[src/rtl/uart_pkg.sv]
// uart_pkg: shared constants, command-controller state encoding and baud/timeout arithmetic
// Contents:
//   HDR/CMD_WR/CMD_RD/ACK/NAK  protocol byte values
//   state_t                    command-controller FSM states
//   baud_cycles()              clock cycles per bit (shared with uart_rx/uart_tx)
//   timeout_cycles()           clock cycles in a given number of 10-bit byte times
package uart_pkg;

    localparam logic [7:0] HDR    = 8'hA5;
    localparam logic [7:0] CMD_WR = 8'h01;
    localparam logic [7:0] CMD_RD = 8'h02;
    localparam logic [7:0] ACK    = 8'h06;
    localparam logic [7:0] NAK    = 8'h15;

    typedef enum logic [3:0] {
        ST_IDLE,
        ST_CMD,
        ST_ADDR,
        ST_DATA,
        ST_CHK,
        ST_EXEC,
        ST_RDWAIT,
        ST_RESP,
        ST_RESP_WAIT
    } state_t;

    // 64-bit intermediates: clk_mhz * 1e6 * 10 * bytes overflows 32 bits at common settings
    function automatic int unsigned baud_cycles(input int unsigned clk_mhz, input int unsigned baud);
        longint unsigned num;
        num = 64'(clk_mhz) * 64'd1_000_000;
        return 32'(num / 64'(baud));
    endfunction

    function automatic int unsigned timeout_cycles(input int unsigned clk_mhz, input int unsigned baud,
                                                   input int unsigned nbytes);
        longint unsigned num;
        num = 64'(nbytes) * 64'd10 * 64'(clk_mhz) * 64'd1_000_000;
        return 32'(num / 64'(baud));
    endfunction

endpackage

[src/rtl/uart_timeout_cnt.sv]
// uart_timeout_cnt: loadable down-counter with clear, enable and expire flag
// Ports:
//   clk, rst_n    clock, asynchronous active-low reset
//   i_load        load i_load_val (highest priority)
//   i_load_val    value loaded on i_load
//   i_clr         force count to zero
//   i_en          count down by one per cycle, stopping at zero
//   o_expire      enabled and count is zero
module uart_timeout_cnt #(
    parameter int unsigned W = 16
) (
    input  logic         clk,
    input  logic         rst_n,
    input  logic         i_load,
    input  logic [W-1:0] i_load_val,
    input  logic         i_clr,
    input  logic         i_en,
    output logic         o_expire
);

    logic [W-1:0] r_count;

    always_ff @(posedge clk or negedge rst_n) begin
        if (!rst_n) r_count <= '0;
        else if (i_load) r_count <= i_load_val;
        else if (i_clr) r_count <= '0;
        else if (i_en && r_count != '0) r_count <= r_count - 1'b1;
    end

    assign o_expire = i_en && (r_count == '0);

endmodule

[src/rtl/uart_cmd_ctrl.sv]
// uart_cmd_ctrl: assembles 5-byte command frames, executes register writes/reads and sends a one-byte response
// Ports:
//   clk, rst_n                  clock, asynchronous active-low reset
//   rx_data, rx_data_valid      received byte and its one-cycle strobe
//   reg_addr, reg_wdata         register bus address/write data (held between strobes)
//   reg_wr_en, reg_rd_en        one-cycle register bus strobes
//   reg_rdata                   read data, valid the cycle after reg_rd_en
//   tx_data, tx_start, tx_busy  response byte, one-cycle transmit request, transmitter busy
//   busy                        high whenever not IDLE
//   frame_err_cnt               saturating count of checksum errors and timeouts
module uart_cmd_ctrl
    import uart_pkg::*;
#(
    parameter int unsigned CLK_FREQ      = 50,
    parameter int unsigned BAUD_RATE     = 115200,
    parameter int unsigned TIMEOUT_BYTES = 4
) (
    input  logic       clk,
    input  logic       rst_n,
    input  logic [7:0] rx_data,
    input  logic       rx_data_valid,
    output logic [7:0] reg_addr,
    output logic [7:0] reg_wdata,
    output logic       reg_wr_en,
    output logic       reg_rd_en,
    input  logic [7:0] reg_rdata,
    output logic [7:0] tx_data,
    output logic       tx_start,
    input  logic       tx_busy,
    output logic       busy,
    output logic [7:0] frame_err_cnt
);

    localparam int unsigned TIMEOUT_CYCLES = timeout_cycles(CLK_FREQ, BAUD_RATE, TIMEOUT_BYTES);
    localparam int unsigned TW = (TIMEOUT_CYCLES > 2) ? $clog2(TIMEOUT_CYCLES) : 1;
    localparam logic [TW-1:0] TLOAD = TW'(TIMEOUT_CYCLES - 1);

    state_t     r_state, w_next;
    logic [7:0] r_cmd, r_faddr, r_fdata;
    logic [7:0] r_reg_addr, r_reg_wdata, r_tx_data, r_err;
    logic       r_good, r_chk_bad, r_seen_busy;
    logic       w_in_frame, w_accept, w_expire, w_timeout;
    logic       w_wr, w_rd, w_start, w_chk_ok, w_cmd_ok;

    assign w_in_frame = r_state inside {ST_CMD, ST_ADDR, ST_DATA, ST_CHK};
    assign w_accept   = rx_data_valid && (w_in_frame || (r_state == ST_IDLE && rx_data == HDR));
    // a byte arriving in the expiry cycle wins over the timeout
    assign w_timeout  = w_expire && !rx_data_valid;
    assign w_chk_ok   = rx_data == (r_cmd ^ r_faddr ^ r_fdata);
    assign w_cmd_ok   = (r_cmd == CMD_WR) || (r_cmd == CMD_RD);

    // Counts from TIMEOUT_CYCLES-1 down to zero; zero therefore marks the cycle
    // in which an up-count from the last accepted byte would reach TIMEOUT_CYCLES-1.
    uart_timeout_cnt #(.W(TW)) u_timeout (
        .clk        (clk),
        .rst_n      (rst_n),
        .i_load     (w_accept),
        .i_load_val (TLOAD),
        .i_clr      (!w_in_frame),
        .i_en       (w_in_frame),
        .o_expire   (w_expire)
    );

    always_ff @(posedge clk or negedge rst_n) begin
        if (!rst_n) r_state <= ST_IDLE;
        else r_state <= w_next;
    end

    always_comb begin
        w_next  = r_state;
        w_wr    = 1'b0;
        w_rd    = 1'b0;
        w_start = 1'b0;
        case (r_state)
            ST_IDLE:      w_next = (rx_data_valid && rx_data == HDR) ? ST_CMD : ST_IDLE;
            ST_CMD:       w_next = rx_data_valid ? ST_ADDR : (w_timeout ? ST_IDLE : ST_CMD);
            ST_ADDR:      w_next = rx_data_valid ? ST_DATA : (w_timeout ? ST_IDLE : ST_ADDR);
            ST_DATA:      w_next = rx_data_valid ? ST_CHK : (w_timeout ? ST_IDLE : ST_DATA);
            ST_CHK:       w_next = rx_data_valid ? ST_EXEC : (w_timeout ? ST_IDLE : ST_CHK);
            ST_EXEC: begin
                w_wr   = r_good && (r_cmd == CMD_WR);
                w_rd   = r_good && (r_cmd == CMD_RD);
                w_next = w_rd ? ST_RDWAIT : ST_RESP;
            end
            ST_RDWAIT:    w_next = ST_RESP;
            ST_RESP: begin
                w_start = !tx_busy;
                w_next  = tx_busy ? ST_RESP : ST_RESP_WAIT;
            end
            ST_RESP_WAIT: w_next = (r_seen_busy && !tx_busy) ? ST_IDLE : ST_RESP_WAIT;
            default:      w_next = ST_IDLE;
        endcase
    end

    always_ff @(posedge clk or negedge rst_n) begin
        if (!rst_n) begin
            r_cmd       <= '0;
            r_faddr     <= '0;
            r_fdata     <= '0;
            r_reg_addr  <= '0;
            r_reg_wdata <= '0;
            r_tx_data   <= '0;
            r_err       <= '0;
            r_good      <= 1'b0;
            r_chk_bad   <= 1'b0;
            r_seen_busy <= 1'b0;
        end else begin
            if (rx_data_valid && r_state == ST_CMD) r_cmd <= rx_data;
            if (rx_data_valid && r_state == ST_ADDR) r_faddr <= rx_data;
            if (rx_data_valid && r_state == ST_DATA) r_fdata <= rx_data;
            // bus address/data are published at the CHK byte so they are stable during the strobe
            if (rx_data_valid && r_state == ST_CHK) begin
                r_good    <= w_chk_ok && w_cmd_ok;
                r_chk_bad <= !w_chk_ok;
                if (w_chk_ok && w_cmd_ok) r_reg_addr <= r_faddr;
                if (w_chk_ok && r_cmd == CMD_WR) r_reg_wdata <= r_fdata;
            end
            if (r_state == ST_EXEC && !w_rd) r_tx_data <= w_wr ? ACK : NAK;
            if (r_state == ST_RDWAIT) r_tx_data <= reg_rdata;
            // the transmitter must be seen busy before its falling edge ends the response
            r_seen_busy <= (r_state == ST_RESP_WAIT) && (r_seen_busy || tx_busy);
            if ((r_state == ST_EXEC && r_chk_bad) || (w_in_frame && w_timeout))
                r_err <= (r_err == 8'hFF) ? r_err : r_err + 8'd1;
        end
    end

    assign reg_addr      = r_reg_addr;
    assign reg_wdata     = r_reg_wdata;
    assign reg_wr_en     = w_wr;
    assign reg_rd_en     = w_rd;
    assign tx_data       = r_tx_data;
    assign tx_start      = w_start;
    assign busy          = r_state != ST_IDLE;
    assign frame_err_cnt = r_err;

endmodule

[config.mk]
export PLATFORM = sky130hd
export DESIGN_NAME = uart_cmd_ctrl
export DESIGN_NICKNAME = d
export VERILOG_FILES = /design/src/rtl/uart_pkg.sv /design/src/rtl/uart_timeout_cnt.sv /design/src/rtl/uart_cmd_ctrl.sv
export SDC_FILE = /design/constraint.sdc
export NUM_CORES = 1
export LEC_CHECK = 0
export BUFFER_PORTS_ARGS = -buffer_cell sky130_fd_sc_hd__buf_4
export CAP_MARGIN = 20
export CORE_MARGIN = 5
export CORE_UTILIZATION = 26
export CTS_CLUSTER_DIAMETER = 100
export DETAILED_ROUTE_END_ITERATION = 8
export SYNTH_ARGS = -nofsm -noshare
export SYNTH_HDL_FRONTEND = slang
export SYNTH_HIERARCHICAL = 1
export SYNTH_SLANG_ARGS = --single-unit
[constraint.sdc]
create_clock -name clk -period 8.26 [get_ports clk]
set_input_delay 1.652 -clock clk [delete_from_list [all_inputs] [get_ports clk]]
set_output_delay 1.652 -clock clk [all_outputs]
set_load 0.1 [all_outputs]
==> impl_metrics.env <==
export IMPL_cts_buffer_depth=2
export IMPL_synth_top_area_share_pct=47.9
export IMPL_maxCapViolCount=0
export IMPL_peakVddDrop_mv=0.110
export IMPL_die_w_um=135
export IMPL_antennaDiodeCount=0
export IMPL_crit_fanout=5
export IMPL_drtAntennaViolNets=0
export IMPL_fmax_ghz=0.249
export IMPL_ys_seq_area_share_pct=47.9
export IMPL_avgRoutedWirePerCell_um=15.0
export IMPL_core_area_um2=15300
export IMPL_rows=45
export IMPL_yosys_warnings=6
export IMPL_worstSetupEndpointType="output port"
export IMPL_netlist_area_um2=4080
export IMPL_drive_above_1_share_pct=30.0
export IMPL_post_synth_num_cell_types=66
export IMPL_drtIter0Drc=159
export IMPL_grt_pass1_wl_um=16300
export IMPL_power_w=0.00152
export IMPL_ys_flop_type="dfrtp_1"
export IMPL_critPathLaunchType="primary input"
export IMPL_gr_total_overflow=0
export IMPL_die_h_um=135
export IMPL_cp_required_ns=6.61
export IMPL_port_buffers=55
export IMPL_dr_pass1_iters=5
export IMPL_grt_max_degree=79
export IMPL_max_slew_margin_pct=38.2
export IMPL_leakage_nw=2.41
export IMPL_skew_ns=0.00551
export IMPL_post_cts_buffers=0
export IMPL_synth_most_common_cell="dfrtp_1"
export IMPL_ys_async_sr_fraction_pct=100
export IMPL_crit_type="primary input to output port"
export IMPL_cts_made_buffers=9
export IMPL_synth_edf_count=0
export IMPL_grt_usage_pct=11.1
export IMPL_avgSynthCellArea_um2=11.1
export IMPL_cts_max_level=3
export IMPL_hold_path_class="flip-flop to flip-flop"
export IMPL_crit_arrival_ns=2.36
export IMPL_num_nets_final=461
export IMPL_clk_latency_ns=0.34
export IMPL_route_detailed_vias_per_inst=4.71
export IMPL_areaGrowthSynthToFinish_pct=25.0
export IMPL_ys_ff_latch=78
export IMPL_final_hold_viol_count=0
export IMPL_cts_tree="yes"
export IMPL_synth_common_cells="78 x dfrtp_1, 41 x mux2_2, 25 x nand2_1"
export IMPL_num_vias=3082
export IMPL_yosysTopAreaCell="dfrtp_1"
export IMPL_die_area_um2=18300
export IMPL_yosys_top_cells_area="dfrtp_1 48%, mux2_2 11%, xnor2_1 4.7%, nand2_1 2.3%, nor3_1 1.8%"
export IMPL_dp_hpwl_um=6910
export IMPL_drt_wl_total_um=9800
export IMPL_setup_viol=0
export IMPL_hold_buffers=0
export IMPL_rsz0062_at_grt="false"
export IMPL_grt_pass1_vias=3104
export IMPL_antenna_found_initial=0
export IMPL_outcome="finished clean"
export IMPL_drcViolationCount=0
export IMPL_period_share_pct=48.6
export IMPL_ioPinCount=56
export IMPL_start_util_pct=26.6
export IMPL_gp_congestion=0.816
export IMPL_worst_pin_slew_ns=0.925
export IMPL_clk_pin_slew_ns=0.06
export IMPL_setup_tns_ns=0
export IMPL_cts_resized_gates=0
export IMPL_syn_instance_count=366
export IMPL_slew_viol_final=0
export IMPL_p_per_area_nw_per_um2=299
export IMPL_period_needed_ns=4.01
export IMPL_clock_sinks=78
export IMPL_ctsRootBufferMaster="clkbuf_16"
[metrics by stage]
step	utilization (%)	setup WS, ns	std cells	hold WS [ns]	cell area (um2)
6_report	33.3	4.25	655	0.488	5090
5_1_grt	33.3	4.05	655	0.524	5090
2_1_floorplan	-	2.82	385	0.453	4150
4_1_cts	33.1	4.23	654	0.493	5070
3_3_place_gp	30.9	4.19	637	0.466	4740
3_5_place_dp	31.0	4.02	638	0.477	4740
[cell families after synthesis]
group	count (synthesis)	share of synthesized area [%]
other cells	2	0.184
xor+xnor	30	6.45
fa+ha+maj	2	0.614
buf+inv	24	3.29
simple gates	124	17.4
flops	78	47.9
compound gates	64	12.6
mux	42	11.6
[layout make-up]
| type | instances | area [um2] |
|---|---|---|
| Clock buffer | 10 | 239 |
| Clock inverter | 6 | 93.8 |
| Multi-Input combinational cell | 283 | 2070 |
| Timing Repair Buffer | 58 | 445 |
| Inverter | 9 | 33.8 |
| Fill cell | 1601 | 10200 |
| Tap cell | 211 | 264 |
| Sequential cell | 78 | 1950 |
[critical path: stages]
cell and delay [ns]:
buf_4 0.13, nor3_1 0.23, buf_4 0.34
[cells in the final DEF (no fill, tap or decap), types with 6 or more instances in the layout]
| cell | instances |
|---|---|
| dfrtp_1 | 78 |
| buf_4 | 56 |
| mux2_2 | 41 |
| nand2_1 | 25 |
| xnor2_1 | 22 |
| conb_1 | 21 |
| nor2_1 | 19 |
| nor3_1 | 14 |
| and3_1 | 10 |
| a21oi_1 | 10 |
| inv_1 | 9 |
| clkbuf_16 | 9 |
| xor2_1 | 8 |
| nand4_1 | 7 |
| nor2b_1 | 6 |
| a22o_1 | 6 |
[state kept, by name (all words and copies together), names as in the netlist]
signal,cells
r_faddr,8
r_good,1
u_timeout/r_count,15
tx_data,8
r_cmd,8
reg_wdata,8
frame_err_cnt,8
reg_addr,8
r_fdata,8
r_chk_bad,1
r_seen_busy,1
r_state,4
[final timing paths]
path	cells past startpoint	from	slack, ns	end
setup / recovery	3	tx_busy	4.25	tx_start
max in group asynchronous	2	rst_n	6.40	r_cmd[6]
hold / removal	2	r_seen_busy	0.49	r_seen_busy
setup reg to reg	8	r_state[1]	4.90	u_timeout/r_count[6]
hold reg to reg	2	r_seen_busy	0.49	r_seen_busy
min in group asynchronous	1	rst_n	1.27	u_timeout/r_count[8]
[per-layer routing]
layer / routed length [um] / vias to the layer above / track usage [%]
met3: 352 / 14 / 2.60
li1: - / 1484 / -
met2: 4830 / 61 / 18.0
met5: 0 / - / 0
met1: 4450 / 1523 / 14.3
met4: 172 / 0 / 4.70
[power breakdown]
| part | total (W) | switching (W) | internal, W |
|---|---|---|---|
| logic | 0.000567 | 0.000334 | 0.000233 |
| clock network | 0.000444 | 0.000169 | 0.000275 |
| registers | 0.000512 | 0.0000719 | 0.000440 |
| total | 0.00152 | 0.000576 | 0.000948 |
No activity file was read; power rests on OpenSTA's default activity.
